--- config.mk ---
export PLATFORM = sky130hd
export DESIGN_NAME = dcache_direct_wt
export DESIGN_NICKNAME = d
export VERILOG_FILES = /design/src/rtl/dcache_direct_wt.sv
export SDC_FILE = /design/constraint.sdc
export NUM_CORES = 2
export LEC_CHECK = 0
export BUFFER_PORTS_ARGS = -buffer_cell sky130_fd_sc_hd__buf_2
export CORE_UTILIZATION = 65
export CTS_CLUSTER_SIZE = 20
export DETAILED_ROUTE_END_ITERATION = 8
export GPL_ROUTABILITY_DRIVEN = 0
export PLACE_DENSITY = 0.82
export SLEW_MARGIN = 20
export SYNTH_ARGS = -nofsm -noshare
export SYNTH_HDL_FRONTEND = slang
export SYNTH_SLANG_ARGS = --single-unit
--- constraint.sdc ---
create_clock -name clock -period 9.6 [get_ports clock]
set_clock_uncertainty 0.2 [all_clocks]
set_input_delay 1.92 -clock clock [delete_from_list [all_inputs] [get_ports clock]]
set_output_delay 1.92 -clock clock [all_outputs]
set_load 0.02 [all_outputs]
--- src/rtl/dcache_direct_wt.sv ---
// dcache_direct_wt: direct-mapped, write-through, no-write-allocate data cache
module dcache_direct_wt #(
  parameter int INDEX_BITS = 4,
  parameter int TAG_BITS   = 30 - INDEX_BITS
) (
  input  logic        clock,
  input  logic        reset,
  input  logic        cpuRead,
  input  logic        cpuWrite,
  input  logic [31:0] cpuAddr,
  input  logic [31:0] cpuWData,
  output logic [31:0] cpuRData,
  output logic        stall,
  output logic        memRead,
  output logic        memWrite,
  output logic [31:0] memAddr,
  output logic [31:0] memWData,
  input  logic [31:0] memRData,
  input  logic        memReady,
  output logic [31:0] hitCount,
  output logic [31:0] missCount
);
  localparam int LINES = 1 << INDEX_BITS;
  localparam logic [1:0] IDLE  = 2'd0;
  localparam logic [1:0] MISS  = 2'd1;
  localparam logic [1:0] WRITE = 2'd2;
  localparam logic [1:0] DONE  = 2'd3;

  logic [1:0]                     state_q, state_d;
  logic [29:0]                    addr_q, addr_d;
  logic [31:0]                    wdata_q, wdata_d;
  logic [31:0]                    rdata_q, rdata_d;
  logic [31:0]                    hit_cnt_q, hit_cnt_d;
  logic [31:0]                    miss_cnt_q, miss_cnt_d;
  logic [LINES-1:0]               valid_q, valid_d;
  logic [LINES-1:0][TAG_BITS-1:0] tag_q, tag_d;
  logic [LINES-1:0][31:0]         data_q, data_d;

  logic [INDEX_BITS-1:0] cpu_idx, fill_idx;
  logic [TAG_BITS-1:0]   cpu_tag, fill_tag;
  logic                  idle, hit, rd_hit;
  logic                  unused_ok;

  assign cpu_idx   = cpuAddr[INDEX_BITS+1:2];
  assign cpu_tag   = cpuAddr[31:INDEX_BITS+2];
  assign fill_idx  = addr_q[INDEX_BITS-1:0];
  assign fill_tag  = addr_q[29:INDEX_BITS];
  assign unused_ok = ^cpuAddr[1:0];
  assign idle      = state_q == IDLE;
  assign hit       = valid_q[cpu_idx] && tag_q[cpu_idx] == cpu_tag;
  assign rd_hit    = idle && cpuRead && !cpuWrite && hit;

  // Stall is gated by reset so the pipeline is released the instant reset is asserted
  assign stall     = reset && ((idle && (cpuWrite || (cpuRead && !hit))) || state_q == MISS || state_q == WRITE);
  assign cpuRData  = rd_hit ? data_q[cpu_idx] : rdata_q;
  assign memRead   = state_q == MISS;
  assign memWrite  = state_q == WRITE;
  assign memAddr   = {addr_q, 2'b00};
  assign memWData  = wdata_q;
  assign hitCount  = hit_cnt_q;
  assign missCount = miss_cnt_q;

  // Next-state: request decode in IDLE, line fill on read completion, write-through handshake
  always_comb begin
    state_d    = state_q;
    addr_d     = addr_q;
    wdata_d    = wdata_q;
    rdata_d    = rdata_q;
    hit_cnt_d  = hit_cnt_q;
    miss_cnt_d = miss_cnt_q;
    valid_d    = valid_q;
    tag_d      = tag_q;
    data_d     = data_q;
    if (idle) begin
      if (cpuWrite) begin
        addr_d  = cpuAddr[31:2];
        wdata_d = cpuWData;
        state_d = WRITE;
        if (hit) data_d[cpu_idx] = cpuWData;
      end else if (cpuRead && hit) begin
        hit_cnt_d = hit_cnt_q + 32'd1;
        rdata_d   = data_q[cpu_idx];
      end else if (cpuRead) begin
        addr_d     = cpuAddr[31:2];
        miss_cnt_d = miss_cnt_q + 32'd1;
        state_d    = MISS;
      end
    end else if (state_q == MISS) begin
      if (memReady) begin
        data_d[fill_idx]  = memRData;
        valid_d[fill_idx] = 1'b1;
        tag_d[fill_idx]   = fill_tag;
        rdata_d           = memRData;
        state_d           = DONE;
      end
    end else if (state_q == WRITE) begin
      state_d = memReady ? DONE : WRITE;
    end else begin
      state_d = IDLE;
    end
  end

  // State and line storage; reset aborts any transaction and invalidates all lines
  always_ff @(posedge clock or negedge reset) begin
    if (!reset) begin
      state_q    <= IDLE;
      addr_q     <= '0;
      wdata_q    <= '0;
      rdata_q    <= '0;
      hit_cnt_q  <= '0;
      miss_cnt_q <= '0;
      valid_q    <= '0;
      tag_q      <= '0;
      data_q     <= '0;
    end else begin
      state_q    <= state_d;
      addr_q     <= addr_d;
      wdata_q    <= wdata_d;
      rdata_q    <= rdata_d;
      hit_cnt_q  <= hit_cnt_d;
      miss_cnt_q <= miss_cnt_d;
      valid_q    <= valid_d;
      tag_q      <= tag_d;
      data_q     <= data_d;
    end
  end
endmodule

==> out/qor.yml <==
run_status:
  outcome: "finished clean"
global_route:
  grt_max_degree: 164
  antenna_found_initial: 6
  grt_pass1_vias: 43439
  gr-total-overflow: 0
  grt_pass1_wl_mm: 266
  grt_usage_pct: 40.7
clock_tree:
  cts-buffers-inserted: 114
  cts.sinks: 1104
  cts_tree: "built"
  clk_pin_slew_ns: 0.06
  worstSkewPairLatency_ns: 0.71
  postCtsSetupRepairBufs: 0
  holdBufCountCts: 0
  cts.htree.levels: 3
  ctsResizeCount: 0
  cts-root-buf: "clkbuf_16"
  cts_buffer_depth: 3
synthesis:
  yosysWarnings: 0
  synth_xor_area_share_pct: 1.39
  synth_top_family_by_area: "multiplexers"
  netlist_instances: 4504
  ys_seq_elements: 1104
  synth_area_leaders: "dfrtp_1 49%, mux2_2 21%, mux4_2 9.1%, o21ai_0 3.8%, nand2_1 3.5%"
  synth_cell_type_count: 72
  synthSimpleGateAreaFrac_pct: 6.13
  synthAdderAreaFrac_pct: 0.134
  yosysSeqAreaShare_pct: 49.2
  synth_area_sq_mm: 0.0562
  synth_area_per_cell_sq_um: 12.5
  netlist.top_cell.by_area: "dfrtp_1"
  synth_mux_area_share_pct: 31.7
  synth_edf_count: 0
  synth_ff_type: "dfrtp_1"
  async_flop_share_pct: 100
  yosys.area.top_type_share_pct: 49.2
  synth_compound_area_share_pct: 7.85
timing:
  max-slew-margin-rel_pct: 21.5
  fmax_mhz: 117
  slew_violations: 0
  fin_crit_sh_pct: 89.2
  worst_pin_slew_ns: 1.18
  fin_crit_ns: 8.57
  fin_tns_setup_ns: 0
  finalHoldViolations: 0
  rsz0062_at_grt: "false"
  setup_violations: 0
  fin_ws_ns: 1.03
setup_path:
  rrSetupSlack_ns: 4.29
  cp.required_ns: 7.48
  r2r_start: "tag_q[265]$_DFFE_PN0P_"
  cp-end-kind: "output port"
  crit_start: "cpuAddr[2]"
  r2r_cells: 10
  critPathKind: "in2out"
  critPathArrivalTime_ns: 6.45
  timing.rr.end: "data_q[355]$_DFFE_PN0P_"
  crit_fanout: 90
  cp-start-kind: "primary input"
min_path:
  min_from: "missCount[31]$_DFFE_PN0P_"
  holdPathStages: 1
  min_to: "missCount[31]$_DFFE_PN0P_"
  min_path_type: "reg2reg"
route:
  post-route-drc-count: 0
  drtAntennaViolNets: 0
  wire_per_inst_um: 30.2
  vias: 41514
  drtPass1Iterations: 6
  vias_per_cell: 7.15
  drt_iter0_drc: 5587
  totalWireLength_mm: 175
pwr:
  p_sw_mw: 5.09
  power.switching_fraction_pct: 32.6
  combPwrFrac_pct: 26.2
  p_int_mw: 10.5
  seq_power_share_pct: 42.2
  leakage_nw: 28.8
  power_frac_clock_pct: 31.6
  power.density_mw_per_mm2: 250
  peakVddDrop_uv: 246
finish:
  drive_gt1_share_pct: 41.0
  stdcell_area_sq_mm: 0.0625
  nets: 4664
  fin_util_pct: 73.1
  syn_to_final_growth_pct: 11.2
  fillerInstances: 5431
floorplan:
  dieArea_sq_mm: 0.0876
  ios: 264
  core-area_sq_mm: 0.0854
  fp-row-count: 107
  die-height_um: 296
  fp.dieW_um: 296
  start_util_pct: 65.8
place:
  io_buffer_count: 259
  hpwl_mm: 97.7
  placed_area_sq_mm: 0.0582
  dp_slack_ns: 1.20
run:
  maxCapViolations: 0
-- cells in the mapped netlist, types with 20 or more instances --
library cell,n
a2bb2oi_1,63
nor4_1,26
a22oi_1,29
mux2_2,1037
nand3_1,28
xor2_1,62
nor3_1,36
mux4_2,228
xnor2_1,27
inv_1,24
nand4_1,23
mux2i_1,87
a22o_1,34
clkbuf_1,317
buf_1,20
o22ai_1,73
o21ai_0,422
nor2_1,62
nand2_1,520
buf_2,32
buf_4,55
dfrtp_1,1104
-- worst max path at each step --
stage / to / slack [ns]
6_report: cpuRData[28] / 1.03
5_1_grt: cpuRData[28] / 0.93
4_1_cts: cpuRData[28] / 1.16
3_5_place_dp: cpuRData[28] / 1.20
3_3_place_gp: cpuRData[28] / 1.19
2_1_floorplan: stall / 2.51
-- critical path: stages --
cell	delay, ns
buf_8	0.68
buf_4	0.62
mux4_2	0.58
a22o_1	0.23
a221oi_1	0.31
xor2_1	0.35
nand2_1	0.16
nor4_1	0.28
nand4_1	0.28
buf_4	0.38
mux2_2	0.37
buf_2	0.17
-- logic make-up (layout without fill, tap and decap cells) --
| family | count (synthesis) | count (layout) |
|---|---|---|
| mux | 1365 | 1365 |
| flops | 1104 | 1104 |
| simple gates | 782 | 782 |
| compound gates | 702 | 702 |
| buf+inv | 455 | 607 |
| xor+xnor | 89 | 89 |
| fa+ha+maj | 6 | 6 |
| other cells | 1 | 11 |
-- final cells by class --
class,instances,area (sq um),share of cell area (%)
flip-flops and latches,1104,27600,44.2
multi-input cells,2946,26900,43.1
clock buffers,162,3360,5.39
repair buffers,366,2170,3.48
well taps,1144,1430,2.29
clock inverters,54,830,1.33
inverters,25,95.1,0.152
diodes,9,22.5,0.0360
-- metrics by stage --
step	cells	hold slack (ns)	power (mW)
global route	5803	0.277	16.1
floorplan	4505	0.229	9.11
global placement	5584	0.244	10.3
detailed placement	5584	0.252	10.6
CTS	5800	0.267	15.5
finish	5810	0.261	15.6
-- flip-flops by register name, indices dropped and copies added, names as in the netlist --
name and flops:
data_q 512, tag_q 416, missCount 32, hitCount 32
memWData 32, state_q 2, rdata_q 32, addr_q 30
valid_q 16
-- layer usage --
layer | GRT usage [%] | vias up | share of wire, % | routed length [um]
met5 | 0 | - | 0.0074 | 13
met4 | 22.5 | 2 | 5.9 | 10400
met3 | 13.8 | 792 | 14 | 23700
met2 | 60.0 | 3141 | 45 | 78500
met1 | 53.3 | 21031 | 36 | 62800
li1 | - | 16548 | - | -
-- power groups by stage --
stage	clock network, mW	logic, mW	registers (mW)
after global routing	5.12	4.31	6.71
final	4.92	4.09	6.58
after CTS	4.92	4.02	6.54
after floorplan	0	2.71	6.40
after global placement	0	3.83	6.51
after detailed placement	0	3.97	6.60
-- layout by cell type, fill, tap and decap left out, types with 16 or more instances in the layout --
cell type / synthesis / routed
nor3_1: 36 / 35
nand2_1: 520 / 514
bufinv_16: 0 / 20
dfrtp_1: 1104 / 1104
a22o_1: 34 / 34
a2bb2oi_1: 63 / 63
clkbuf_8: 0 / 32
xnor2_1: 27 / 27
buf_2: 32 / 255
o22ai_1: 73 / 73
buf_4: 55 / 104
mux2_2: 1037 / 1037
o21ai_0: 422 / 422
nor2_4: 0 / 26
or2_2: 16 / 16
clkbuf_16: 0 / 115
clkbuf_1: 317 / 16
mux2i_1: 87 / 87
clkinv_2: 0 / 26
nor2_1: 62 / 36
mux4_2: 228 / 228
xor2_1: 62 / 62
nand3_1: 28 / 27
nand4_1: 23 / 23
inv_1: 24 / 23
a22oi_1: 29 / 29
nor4_1: 26 / 25
Power figures use the tool's default switching activity.
